$ cat config.mk
export PLATFORM = sky130hd
export DESIGN_NAME = imm_ext_stage_flat
export DESIGN_NICKNAME = d
export VERILOG_FILES = /design/src/rtl/imm_ext_stage_if.sv /design/src/rtl/imm_ext_stage.sv /design/src/flat_wrapper.sv
export SDC_FILE = /design/constraint.sdc
export NUM_CORES = 1
export LEC_CHECK = 0
export ABC_CLOCK_PERIOD_IN_PS = 1950
export BUFFER_PORTS_ARGS = -buffer_cell sky130_fd_sc_hd__buf_2
export CAP_MARGIN = 0
export CORE_UTILIZATION = 41
export CTS_BUF_LIST = sky130_fd_sc_hd__clkbuf_16
export DETAILED_ROUTE_END_ITERATION = 16
export HOLD_SLACK_MARGIN = 0.03
export PLACE_DENSITY = 0.65
export SLEW_MARGIN = 10
export SYNTH_ARGS = -nofsm -noshare
export SYNTH_HDL_FRONTEND = slang
export SYNTH_SLANG_ARGS = --single-unit
export TNS_END_PERCENT = 100
$ cat constraint.sdc
create_clock -name i_clk -period 1.95 [get_ports i_clk]
set_input_delay 0 -clock i_clk [delete_from_list [all_inputs] [get_ports i_clk]]
set_output_delay 0 -clock i_clk [all_outputs]
set_load 0.05 [all_outputs]
$ cat src/rtl/imm_ext_stage_if.sv
// imm_ext_stage_if: handshake bundle for the immediate-extension stage.
// Signal names are written from the stage's point of view; the stage uses
// the slave modport and whatever feeds/drains it uses the master modport.
interface imm_ext_stage_if #(
  parameter int XLEN      = 64,
  parameter int IMM_WIDTH = 25,
  parameter int TAG_WIDTH = 8
);
  // upstream side
  logic                 i_valid;
  logic                 o_ready;
  logic [2:0]           i_control_signal;
  logic [IMM_WIDTH-1:0] i_imm;
  logic [TAG_WIDTH-1:0] i_tag;

  // downstream side
  logic                 o_valid;
  logic                 i_ready;
  logic [XLEN-1:0]      o_imm_ext;
  logic [TAG_WIDTH-1:0] o_tag;
  logic                 o_illegal;

  modport slave (
    input  i_valid, i_control_signal, i_imm, i_tag, i_ready,
    output o_ready, o_valid, o_imm_ext, o_tag, o_illegal
  );

  modport master (
    output i_valid, i_control_signal, i_imm, i_tag, i_ready,
    input  o_ready, o_valid, o_imm_ext, o_tag, o_illegal
  );
endinterface

$ cat src/rtl/imm_ext_stage.sv
// imm_ext_stage: registered RISC-V immediate extender with a 2-entry skid
// buffer. The raw field is instr[31:7]; extension happens before the
// registers so the output side is a plain register read.
module imm_ext_stage #(
  parameter int XLEN      = 64,
  parameter int IMM_WIDTH = 25,
  parameter int TAG_WIDTH = 8
) (
  input  logic             i_clk,
  input  logic             i_rst_n,
  input  logic             i_flush,
  imm_ext_stage_if.slave   io_bus
);

  if (XLEN != 32 && XLEN != 64) begin : g_bad_xlen
    $error("imm_ext_stage: XLEN must be 32 or 64");
  end
  if (IMM_WIDTH != 25) begin : g_bad_imm_width
    $error("imm_ext_stage: IMM_WIDTH must be 25");
  end
  if (TAG_WIDTH < 1) begin : g_bad_tag_width
    $error("imm_ext_stage: TAG_WIDTH must be at least 1");
  end

  typedef enum logic [1:0] {
    EMPTY = 2'd0,
    ONE   = 2'd1,
    FULL  = 2'd2
  } state_t;

  state_t               r_state;
  state_t               w_next_state;

  logic [XLEN-1:0]      r_out_imm;
  logic [TAG_WIDTH-1:0] r_out_tag;
  logic                 r_out_ill;
  logic [XLEN-1:0]      r_skid_imm;
  logic [TAG_WIDTH-1:0] r_skid_tag;
  logic                 r_skid_ill;

  logic [XLEN-1:0]      w_imm_ext;
  logic                 w_illegal;
  logic                 w_ready;
  logic                 w_valid;
  logic                 w_accept;
  logic                 w_drain;
  logic                 w_load_out_in;
  logic                 w_load_out_skid;
  logic                 w_load_skid;

  // Decode the format and sign/zero-extend the incoming field to XLEN.
  always_comb begin
    w_imm_ext = '0;
    w_illegal = 1'b0;
    case (io_bus.i_control_signal)
      3'b000: w_imm_ext = XLEN'($signed(io_bus.i_imm[24:13]));
      3'b001: w_imm_ext = XLEN'($signed({io_bus.i_imm[24:18], io_bus.i_imm[4:0]}));
      3'b010: w_imm_ext = XLEN'($signed({io_bus.i_imm[24], io_bus.i_imm[0],
                                         io_bus.i_imm[23:18], io_bus.i_imm[4:1], 1'b0}));
      3'b011: w_imm_ext = XLEN'($signed({io_bus.i_imm[24], io_bus.i_imm[12:5],
                                         io_bus.i_imm[13], io_bus.i_imm[23:14], 1'b0}));
      3'b100: w_imm_ext = XLEN'($signed({io_bus.i_imm[24:5], 12'b0}));
      3'b101: w_imm_ext = XLEN'(io_bus.i_imm[12:8]);
      default: w_illegal = 1'b1;
    endcase
  end

  // State register; reset and flush both land in EMPTY.
  always_ff @(posedge i_clk) begin
    if (!i_rst_n) begin
      r_state <= EMPTY;
    end else begin
      r_state <= w_next_state;
    end
  end

  // Occupancy transitions; flush wins over any accept or drain.
  always_comb begin
    w_next_state = r_state;
    if (i_flush) begin
      w_next_state = EMPTY;
    end else begin
      case (r_state)
        EMPTY: if (w_accept) w_next_state = ONE;
        ONE: begin
          if (w_accept && !w_drain) w_next_state = FULL;
          else if (!w_accept && w_drain) w_next_state = EMPTY;
        end
        FULL: if (w_drain) w_next_state = ONE;
        default: w_next_state = EMPTY;
      endcase
    end
  end

  // Handshake outputs and register load strobes; ready never looks at i_ready.
  always_comb begin
    w_ready         = ~i_flush & (r_state != FULL);
    w_valid         = (r_state != EMPTY);
    w_accept        = io_bus.i_valid & w_ready;
    w_drain         = w_valid & io_bus.i_ready;
    w_load_out_in   = 1'b0;
    w_load_out_skid = 1'b0;
    w_load_skid     = 1'b0;
    if (!i_flush) begin
      case (r_state)
        EMPTY: w_load_out_in = w_accept;
        ONE: begin
          w_load_out_in = w_accept & w_drain;
          w_load_skid   = w_accept & ~w_drain;
        end
        FULL: w_load_out_skid = w_drain;
        default: ;
      endcase
    end
  end

  // Entry storage: OUT is refilled from the input or the skid, SKID from the input.
  always_ff @(posedge i_clk) begin
    if (!i_rst_n) begin
      r_out_imm  <= '0;
      r_out_tag  <= '0;
      r_out_ill  <= 1'b0;
      r_skid_imm <= '0;
      r_skid_tag <= '0;
      r_skid_ill <= 1'b0;
    end else begin
      if (w_load_out_in) begin
        r_out_imm <= w_imm_ext;
        r_out_tag <= io_bus.i_tag;
        r_out_ill <= w_illegal;
      end else if (w_load_out_skid) begin
        r_out_imm <= r_skid_imm;
        r_out_tag <= r_skid_tag;
        r_out_ill <= r_skid_ill;
      end
      if (w_load_skid) begin
        r_skid_imm <= w_imm_ext;
        r_skid_tag <= io_bus.i_tag;
        r_skid_ill <= w_illegal;
      end
    end
  end

  assign io_bus.o_ready   = w_ready;
  assign io_bus.o_valid   = w_valid;
  assign io_bus.o_imm_ext = r_out_imm;
  assign io_bus.o_tag     = r_out_tag;
  assign io_bus.o_illegal = r_out_ill;

endmodule

$ cat src/flat_wrapper.sv
// flat-port wrapper written by rule: the top's interface ports become plain ports
module imm_ext_stage_flat 
#(
  parameter int XLEN      = 64,
  parameter int IMM_WIDTH = 25,
  parameter int TAG_WIDTH = 8
)
  (i_clk, i_rst_n, i_flush, io_bus_i_valid, io_bus_i_control_signal, io_bus_i_imm, io_bus_i_tag, io_bus_i_ready, io_bus_o_ready, io_bus_o_valid, io_bus_o_imm_ext, io_bus_o_tag, io_bus_o_illegal);
  imm_ext_stage_if #(.XLEN(XLEN), .IMM_WIDTH(IMM_WIDTH), .TAG_WIDTH(TAG_WIDTH)) io_bus_i ();
  input  logic i_clk;
  input  logic i_rst_n;
  input  logic i_flush;
  input wire logic [$bits(io_bus_i.i_valid)-1:0] io_bus_i_valid;
  input wire logic [$bits(io_bus_i.i_control_signal)-1:0] io_bus_i_control_signal;
  input wire logic [$bits(io_bus_i.i_imm)-1:0] io_bus_i_imm;
  input wire logic [$bits(io_bus_i.i_tag)-1:0] io_bus_i_tag;
  input wire logic [$bits(io_bus_i.i_ready)-1:0] io_bus_i_ready;
  output wire logic [$bits(io_bus_i.o_ready)-1:0] io_bus_o_ready;
  output wire logic [$bits(io_bus_i.o_valid)-1:0] io_bus_o_valid;
  output wire logic [$bits(io_bus_i.o_imm_ext)-1:0] io_bus_o_imm_ext;
  output wire logic [$bits(io_bus_i.o_tag)-1:0] io_bus_o_tag;
  output wire logic [$bits(io_bus_i.o_illegal)-1:0] io_bus_o_illegal;
  assign io_bus_i.i_valid = io_bus_i_valid;
  assign io_bus_i.i_control_signal = io_bus_i_control_signal;
  assign io_bus_i.i_imm = io_bus_i_imm;
  assign io_bus_i.i_tag = io_bus_i_tag;
  assign io_bus_i.i_ready = io_bus_i_ready;
  assign io_bus_o_ready = io_bus_i.o_ready;
  assign io_bus_o_valid = io_bus_i.o_valid;
  assign io_bus_o_imm_ext = io_bus_i.o_imm_ext;
  assign io_bus_o_tag = io_bus_i.o_tag;
  assign io_bus_o_illegal = io_bus_i.o_illegal;
  imm_ext_stage #(.XLEN(XLEN), .IMM_WIDTH(IMM_WIDTH), .TAG_WIDTH(TAG_WIDTH)) u_core (.i_clk(i_clk), .i_rst_n(i_rst_n), .i_flush(i_flush), .io_bus(io_bus_i));
endmodule
* Yosys cells after proc, flatten, opt, wreduce, memory -nomap -nowiden
Cells that the tools add are included.
Storage, ports and cells: word-level logic and storage cells 56, bits in latches 0, memories 0, input port bits 41, ROM bits 0, RAM bits 0, register bits after elaboration 148
Cells by class: $lt $le $gt $ge 0, reductions and logical operators 11, multiplexer cells 19, bitwise operators 8, div/mod/pow operators 0, add/sub/neg operators 0, equality and inequality tests 11, multiply operators 0, shift operators 0
Operator list (count):
- case mux 64 bit (6 select lines) | 1
- two-way mux 64 bit | 2
- two-way mux 8 bit | 2
- two-way mux 1 bit | 8
- two-way mux 2 bit | 4
- equality test 3 x 2 -> 1 bit, second input constant | 2
- equality test 3 bit, second input constant | 2
- case mux 2 bit (3 select lines) | 1
- OR reduction 6 bit | 1
- AND 1 bit | 5
- != test 2 x 1 -> 1 bit, second input constant | 2
- nonzero test 2 bit | 2
- equality test 3 x 1 -> 1 bit, second input constant | 1
- logical NOT 3 bit | 1
- != test 3 x 1 -> 1 bit, second input constant | 1
- inverter 1 bit | 3
- AND reduction 3 bit | 1
- equality test 2 x 1 -> 1 bit, second input constant | 1
- equality test 2 bit, second input constant | 1
- logical AND 1 bit | 2
- logical NOT 1 bit | 2
- logical NOT 2 bit | 1
- != test 2 bit, second input constant | 1
- case mux 1 bit (2 select lines) | 1
- OR reduction 2 bit | 1

* Longest topological paths before layout
Gate-level depths: netlist of run 1.
word-level depth 8, depth in mapped cells 6, gate-level depth less buffers 4

* Worst setup path before layout of run 1
Ideal clock, no wire load.
path kind reg2reg, start point reg, netlist name u_core.io_bus.o_imm_ext[62], end point reg u_core.r_out_imm[62], in the netlist u_core.io_bus.o_imm_ext[62], cell stages (with the launch flop) 3, data arrival time 1.486 ns, path slack 0.373 ns, buffers on the path 0, path through dfxtp_1 -> nand2_1 -> a311oi_1
RTL lines:
- to (signal assigned) | line imm_ext_stage.sv:128 | r_out_imm <= w_imm_ext;
- to (signal assigned) | line imm_ext_stage.sv:132 | r_out_imm <= r_skid_imm;
- to (decl) | line imm_ext_stage.sv:34 | logic [XLEN-1:0] r_out_imm;

* Final worst setup path of run 1
start point reg u_core.r_state[1], end point reg u_core.r_out_imm[22], in the netlist u_core.io_bus.o_imm_ext[22]
Between the ends: longest elaborated chain between the ends 7, elaborated cells on any way between the ends 15, classes of those cells 3 x eq/ne; 5 x mux; 4 x bitwise; 3 x reduce/logical
RTL lines:
- from (decl) | line imm_ext_stage.sv:31 | state_t r_state;
- from (signal assigned) | line imm_ext_stage.sv:73 | r_state <= w_next_state;
- != test 2 bit | line imm_ext_stage.sv:97 | w_ready = ~i_flush & (r_state != FULL);
- AND 1 bit | line imm_ext_stage.sv:97
- AND 1 bit | line imm_ext_stage.sv:99 | w_accept = io_bus.i_valid & w_ready;
- AND 1 bit | line imm_ext_stage.sv:108 | w_load_out_in = w_accept & w_drain;
- case mux 1 bit (2 select lines) | line imm_ext_stage.sv:105 | case (r_state)
- two-way mux 1 bit | line imm_ext_stage.sv:104 | if (!i_flush) begin
- two-way mux 64 bit or nonzero test 2 bit (tied branches)
Parallel ways exist; a longest one is shown, timed or not. A chain may end at the register's enable or synchronous reset.

==> impl_metrics.py, run 1 <==
metrics = {
    "clock_network": {
        "cts_buffer_depth": 2,
        "cts_resized": 0,
        "root_buffer": "clkbuf_16",
        "cts_tree": "built",
        "cts_setup_buffers": 0,
        "clock_latency_ns": 0.33,
        "clk_pin_slew_ns": 0.06,
        "h-tree-depth": 3,
        "numCtsBuffers": 9,
        "clock_sinks": 84,
    },
    "floorplanning": {
        "num_rows": 36,
        "die_x_um": 102.3,
        "fp.dieH_um": 102.3,
        "ios": 116,
        "coreArea_um2": 9774,
        "initial_core_util": 0.4222,
        "dieArea_um2": 10470,
    },
    "global_routing": {
        "antenna_found_initial": 0,
        "grt_first_pass_wirelength_um": 17200,
        "grt_pass1_vias": 3479,
        "grt_max_degree": 42,
        "grt-ovfl-total": 0,
        "track_usage": 0.2126,
    },
    "sta": {
        "finalHoldViolCount": 0,
        "slew_headroom": 0.6987,
        "period_share": 0.8287,
        "drv_slew": 0,
        "holdWs_ns": 0.04675,
        "fin_worst_skew_ns": 0.007008,
        "fin_ws_ns": 0.3340,
        "rsz0062_at_grt": "no",
        "tns_ns": 0,
        "setup_viol": 0,
        "max_freq_mhz": 618.8,
        "max_slew.worst_pin.slew_ns": 0.4519,
        "fin_crit_ns": 1.616,
    },
    "hold_path": {
        "hold_end": "u_core.r_skid_imm[3]$_SDFFE_PN0P_",
        "hold_path_depth": 3,
        "hp-start": "io_bus_i_imm[11]",
        "hold_class": "in2reg",
    },
    "detailed_routing": {
        "drc": 0,
        "drtPass1Iterations": 4,
        "ant_nets": 0,
        "vias": 3813,
        "wl_per_cell_um": 14.78,
        "drt-vias-per-instance": 5.325,
        "wirelength_um": 10580,
        "drt-initial-drc-count": 197,
    },
    "finish": {
        "final_cell_area_um2": 4960,
        "nNetsFinal": 619,
        "final_core_util": 0.5074,
        "syn2layout_area_growth_pct": 20.19,
        "stdcell_count": 716,
        "antennaDiodeCount": 0,
        "drive_above_1_share": 0.2830,
    },
    "synth": {
        "synth_nets": 541,
        "ys_ff_latch": 84,
        "synth-async-reset-ratio": 0,
        "syn-instance-count": 500,
        "yosysWarnings": 0,
        "seq_area_frac_synth": 0.4075,
        "synth.avg_cell_area_um2": 8.253,
        "post_synth_num_cell_types": 46,
        "syn_area_um2": 4126,
        "synth-edff-count": 0,
        "synthFlopType": "dfxtp_1",
    },
    "placed_design": {
        "dp_hpwl_um": 7191,
        "dpl_cell_area_um2": 4571,
        "dpl_worst_slack_ns": 0.3520,
        "place_inst": 688,
        "numPortBuffers": 115,
        "gp_congestion": 0.8256,
    },
    "pwr": {
        "total_power_mw": 4.257,
        "p_per_area_nw_per_um2": 858.3,
        "power.leakage_nw": 2.002,
        "peakVddDrop_mv": 0.3858,
    },
    "worst_setup_path": {
        "worstPathMaxFanout": 23,
        "arrival_ns": 1.86,
        "cp-start-kind": "register",
        "cp-end-kind": "register",
        "reg2reg_depth": 5,
        "critPathRequiredTime_ns": 2.19,
        "worstSetupPathType": "reg2reg",
        "r2r_setup_slack_ns": 0.33,
        "timing.rr.end": "u_core.io_bus.o_imm_ext[22]$_SDFFE_PN0P_",
        "r2r-start": "u_core.r_state[1]$_SDFFE_PP0P_",
    },
    "run_status": {
        "outcome": "finished, final reports clean",
    },
    "flow_run": {
        "max_cap_violations": 0,
    },
}
-- what timing repair did --
item                                    CTS  global route
endpoints found under the setup margin    0             0
hold buffers                             12             0
hold endpoints to repair                 19             0
-- logic make-up after synthesis --
logic type / synth area share
and+or+nand+nor: 0.2032
AOI/OAI and AO/OA: 0.2486
DFF: 0.4075
buffers and inverters: 0.1195
muxes: 0.01728
xor gates and xnor gates: 0.003943
-- worst max-delay path by stage --
stage	start	to	slack, ns	cells past startpoint
2_1_floorplan	u_core.io_bus.o_imm_ext[62]$_SDFFE_PN0P_	u_core.io_bus.o_imm_ext[62]$_SDFFE_PN0P_	0.37	2
3_3_place_gp	u_core.r_state[1]$_SDFFE_PP0P_	u_core.io_bus.o_imm_ext[24]$_SDFFE_PN0P_	0.41	5
3_5_place_dp	u_core.r_state[1]$_SDFFE_PP0P_	u_core.io_bus.o_imm_ext[22]$_SDFFE_PN0P_	0.35	5
4_1_cts	u_core.r_state[1]$_SDFFE_PP0P_	u_core.io_bus.o_imm_ext[22]$_SDFFE_PN0P_	0.33	5
5_1_grt	u_core.r_state[1]$_SDFFE_PP0P_	u_core.io_bus.o_imm_ext[22]$_SDFFE_PN0P_	0.21	5
6_report	u_core.r_state[1]$_SDFFE_PP0P_	u_core.io_bus.o_imm_ext[22]$_SDFFE_PN0P_	0.33	5
-- power by group --
part | total [mW] | switching, mW | internal (mW)
registers | 1.81 | 0.0324 | 1.78
clock network | 1.54 | 0.689 | 0.856
logic | 0.899 | 0.640 | 0.260
-- Yosys cell counts (4+ instances only) --
| cell | n | share of area |
|---|---|---|
| a211oi_1 | 23 | 0.042 |
| a21oi_1 | 64 | 0.078 |
| a221oi_2 | 8 | 0.029 |
| a2bb2oi_1 | 8 | 0.017 |
| a311oi_1 | 15 | 0.032 |
| and3_1 | 11 | 0.017 |
| buf_2 | 18 | 0.022 |
| buf_4 | 33 | 0.060 |
| buf_6 | 7 | 0.019 |
| clkbuf_1 | 17 | 0.015 |
| dfxtp_1 | 84 | 0.41 |
| mux2i_1 | 6 | 0.015 |
| nand2_1 | 105 | 0.096 |
| nand3_1 | 6 | 0.0073 |
| nor2_1 | 27 | 0.025 |
| nor2b_1 | 11 | 0.017 |
| o21ai_0 | 13 | 0.016 |
| o22a_1 | 8 | 0.017 |
| o22ai_1 | 4 | 0.0061 |
-- per-layer routing --
metal  global-route usage  vias to the layer above  routed length, um
met5                    0                        -                  0
met4              0.09231                        0                278
met3              0.03762                       22                514
met2               0.3521                      132               5135
met1               0.2713                     1782               4656
li1                     -                     1877                  -
-- critical path: stages, from the launching register on --
cell and delay [ns]:
dfxtp_1 0.48, and4bb_2 0.29, buf_4 0.29, nand2_1 0.08, and3_1 0.16, a211oi_1 0.21
-- layout make-up --
| type | count | area [um^2] |
|---|---|---|
| clock inverters | 7 | 43.79 |
| inverters | 2 | 7.507 |
| clock buffers | 9 | 225.2 |
| fillers | 959 | 4815 |
| repair buffers | 143 | 878.3 |
| multi-input cells | 338 | 1957 |
| flip-flops and latches | 84 | 1682 |
| well taps | 133 | 166.4 |
-- flip-flops by register name, indices dropped and copies added (netlist names) --
| register | flops |
|---|---|
| u_core.io_bus.o_illegal | 1 |
| u_core.io_bus.o_imm_ext | 32 |
| u_core.io_bus.o_tag | 8 |
| u_core.r_skid_ill | 1 |
| u_core.r_skid_imm | 32 |
| u_core.r_skid_tag | 8 |
| u_core.r_state | 2 |
-- placed cells by master, fill, tap and decap left out, types with 2 or more instances in the layout --
master	instances
o22a_1	8
nor2_1	27
mux2i_1	6
a311oi_1	15
nand2_1	105
a211oi_1	23
nor3b_1	3
a21oi_1	64
o22ai_1	4
nand3_2	3
dfxtp_1	84
buf_12	5
o21ai_0	13
a2bb2oi_1	8
a221oi_2	8
or3_1	2
buf_4	11
and3_1	11
clkinvlp_4	2
clkinv_1	2
dlygate4sd3_1	12
nand3_1	6
nor2b_1	11
clkbuf_16	9
inv_1	2
buf_2	115
No activity file was read; power rests on OpenSTA's default activity.
==> run 2: changes to the inputs <==
Settings changed: ABC_AREA set to 1, ABC_CLOCK_PERIOD_IN_PS 1950 to 1400, PLACE_DENSITY 0.65 to 0.68.
Clock period 1.95 ns to 1.4 ns, I/O delays scaled along.
==> run 2 against run 1 <==
Compared with the run above:
- synthesized cell count grew 18%
- wire length grew 8.2%
- design area grew 11%
- clock power grew 77%
- setup slack lost 0.30 ns
- die area grew 0.60%
- sequential share of layout area shrank 3.2 points
- maximum frequency grew 19%
- power grew 48%
- register-to-register slack lost 0.30 ns
- first-iteration DRC count shrank 4.6%
- combinational power grew 23%
- critical endpoint is now u_core.io_bus.o_imm_ext[2]$_SDFFE_PN0P_
- largest power group is now the clock network
- highest routed layer unchanged
==> impl_metrics.py, run 2 <==
metrics = {
    "sta": {
        "max_slew.worst_pin.slew_ns": 0.4662,
        "drv_slew": 0,
        "max_freq_mhz": 734.7,
        "holdWs_ns": 0.03654,
        "fin_ws_ns": 0.03894,
        "fin_crit_ns": 1.361,
        "slew_headroom": 0.6892,
        "rsz0062_at_grt": "yes",
        "finalHoldViolCount": 0,
        "setup_viol": 0,
        "fin_worst_skew_ns": 0.005666,
        "tns_ns": 0,
        "period_share": 0.9722,
    },
    "floorplanning": {
        "dieArea_um2": 10530,
        "coreArea_um2": 9774,
        "num_rows": 36,
        "die_x_um": 102.6,
        "fp.dieH_um": 102.6,
        "ios": 116,
        "initial_core_util": 0.4247,
    },
    "worst_setup_path": {
        "worstSetupPathType": "reg2reg",
        "cp-end-kind": "register",
        "arrival_ns": 1.63,
        "path_cells": "buf_6 > nand3_4 > nor2_4 > buf_12 > nand3_1 > nand2_1 > inv_1 > a21oi_2",
        "r2r-start": "u_core.r_state[1]$_SDFFE_PP0P_",
        "slowest_stage": "dfxtp_4",
        "critPathRequiredTime_ns": 1.67,
        "max_stage_delay_ns": 0.39,
        "worstPathMaxFanout": 5,
        "crit_path_start": "u_core.r_state[1]$_SDFFE_PP0P_",
        "cp-start-kind": "register",
    },
    "placed_design": {
        "numPortBuffers": 115,
        "gp_congestion": 0.8220,
        "place_inst": 787,
        "dp_hpwl_um": 7039,
        "dpl_cell_area_um2": 4582,
        "dpl_worst_slack_ns": -0.01433,
    },
    "global_routing": {
        "grt_max_degree": 52,
        "grt-ovfl-total": 0,
        "track_usage": 0.2156,
        "grt_pass1_vias": 3782,
        "antenna_found_initial": 0,
        "grt_first_pass_wirelength_um": 17460,
    },
    "finish": {
        "final_cell_area_um2": 5504,
        "stdcell_count": 839,
        "nNetsFinal": 742,
        "syn2layout_area_growth_pct": 32.58,
        "drive_above_1_share": 0.2762,
        "final_common_cell": "nand2_1",
        "antennaDiodeCount": 0,
        "final_core_util": 0.5631,
        "n_fill_cell": 919,
        "final_cell_mix": "nand2_1, buf_2, dfxtp_1",
    },
    "synth": {
        "ys_ff_latch": 84,
        "synth-async-reset-ratio": 0,
        "synthFlopType": "dfxtp_1",
        "ys_top_cells_by_area": "dfxtp_1, nand2_1, o21ai_0",
        "syn_area_um2": 4151,
        "synthTopCellsByCount": "nand2_1, dfxtp_1, o21ai_0",
        "post-synth-top-count-cell": "nand2_1",
        "seq_area_frac_synth": 0.4051,
        "synth-edff-count": 0,
        "synth_nets": 633,
        "synth_top_cell_area_share": 0.4051,
        "yosysWarnings": 0,
        "synth.avg_cell_area_um2": 7.013,
        "syn-instance-count": 592,
        "yosysTopAreaCell": "dfxtp_1",
        "post_synth_num_cell_types": 28,
    },
    "clock_network": {
        "clock_latency_ns": 0.34,
        "h-tree-depth": 3,
        "clk_pin_slew_ns": 0.06,
        "cts_tree": "built",
        "clock_sinks": 84,
        "root_buffer": "clkbuf_16",
        "numCtsBuffers": 9,
        "cts_buffer_depth": 2,
    },
    "detailed_routing": {
        "drtPass1Iterations": 5,
        "wirelength_um": 11450,
        "ant_nets": 0,
        "wl_per_cell_um": 13.64,
        "drt-initial-drc-count": 188,
        "drt-vias-per-instance": 4.987,
        "vias": 4184,
        "drc": 0,
    },
    "flow_run": {
        "max_cap_violations": 0,
    },
    "pwr": {
        "power.leakage_nw": 2.679,
        "total_power_mw": 6.315,
        "peakVddDrop_mv": 0.6571,
        "p_per_area_nw_per_um2": 1147,
    },
    "hold_path": {
        "hp-start": "io_bus_i_imm[1]",
        "hold_class": "in2reg",
    },
    "run_status": {
        "outcome": "finished, final reports clean",
    },
}
==> run 2: cell types whose count changed in the layout (fill, tap and decap cells not counted), moves of 12 or more <==
cell      before  now
inv_1          2   53
o21ai_0       13   56
nor2_1        27   59
nand3_1        6   35
a21oi_1       64   40
a211oi_1      23    1
a311oi_1      15    0
nand2_1      105  119
o21ai_1        1   14
nor3_1         1   13
==> run 2: final timing paths <==
| path | to | slack, ns | cells past startpoint |
|---|---|---|---|
| worst max-delay path | u_core.io_bus.o_imm_ext[2]$_SDFFE_PN0P_ | 0.04 | 8 |
| worst min-delay path | u_core.r_skid_imm[1]$_SDFFE_PN0P_ | 0.04 | 5 |
| worst max register to register | u_core.io_bus.o_imm_ext[2]$_SDFFE_PN0P_ | 0.04 | 8 |
| worst min register to register | u_core.r_skid_tag[1]$_SDFFE_PN0P_ | 0.46 | 2 |
==> run 2: final cells by class <==
class	count	area, um^2	area share
Clock buffer	9	225.2	0.04092
Multi-Input combinational cell	380	1861	0.3380
Sequential cell	84	1690	0.3071
Inverter	61	260.3	0.04728
Timing Repair inverter	1	11.26	0.002046
Clock inverter	7	115.1	0.02091
Tap cell	133	166.4	0.03023
Timing Repair Buffer	164	1175	0.2135
==> run 2: cells by family after synthesis <==
kind of cell	synth area share
and+or+nand+nor	0.2595
AOI/OAI and AO/OA	0.1664
buffers and inverters	0.1691
DFF	0.4051
==> run 2: what timing repair did <==
item | in CTS | in global routing
pin swaps | 0 | 17
buffers inserted | 0 | 7
endpoints found under the setup margin | 12 | 90
cloned | 0 | 6
endpoints found under the hold margin | 33 | 0
gates resized for setup | 1 | 43
hold buffers | 23 | 0
==> run 2: worst max-delay path: cells and delay by family (launching register included) <==
kind,cells,cell delay [ns]
compound gates,1,0.13
buf+inv,3,0.31
flops,1,0.39
simple gates,4,0.46
==> run 2: report_power, final <==
group	internal, mW	total (mW)	switching [mW]
registers	2.45	2.49	0.0414
logic	0.321	1.11	0.787
clock network	1.74	2.72	0.980
total	4.51	6.31	1.81
==> run 2: layer usage <==
layer	routed length, um	GRT usage
met4	217	0.09121
met3	633	0.04881
met5	0	0
met1	5108	0.2682
met2	5488	0.3585
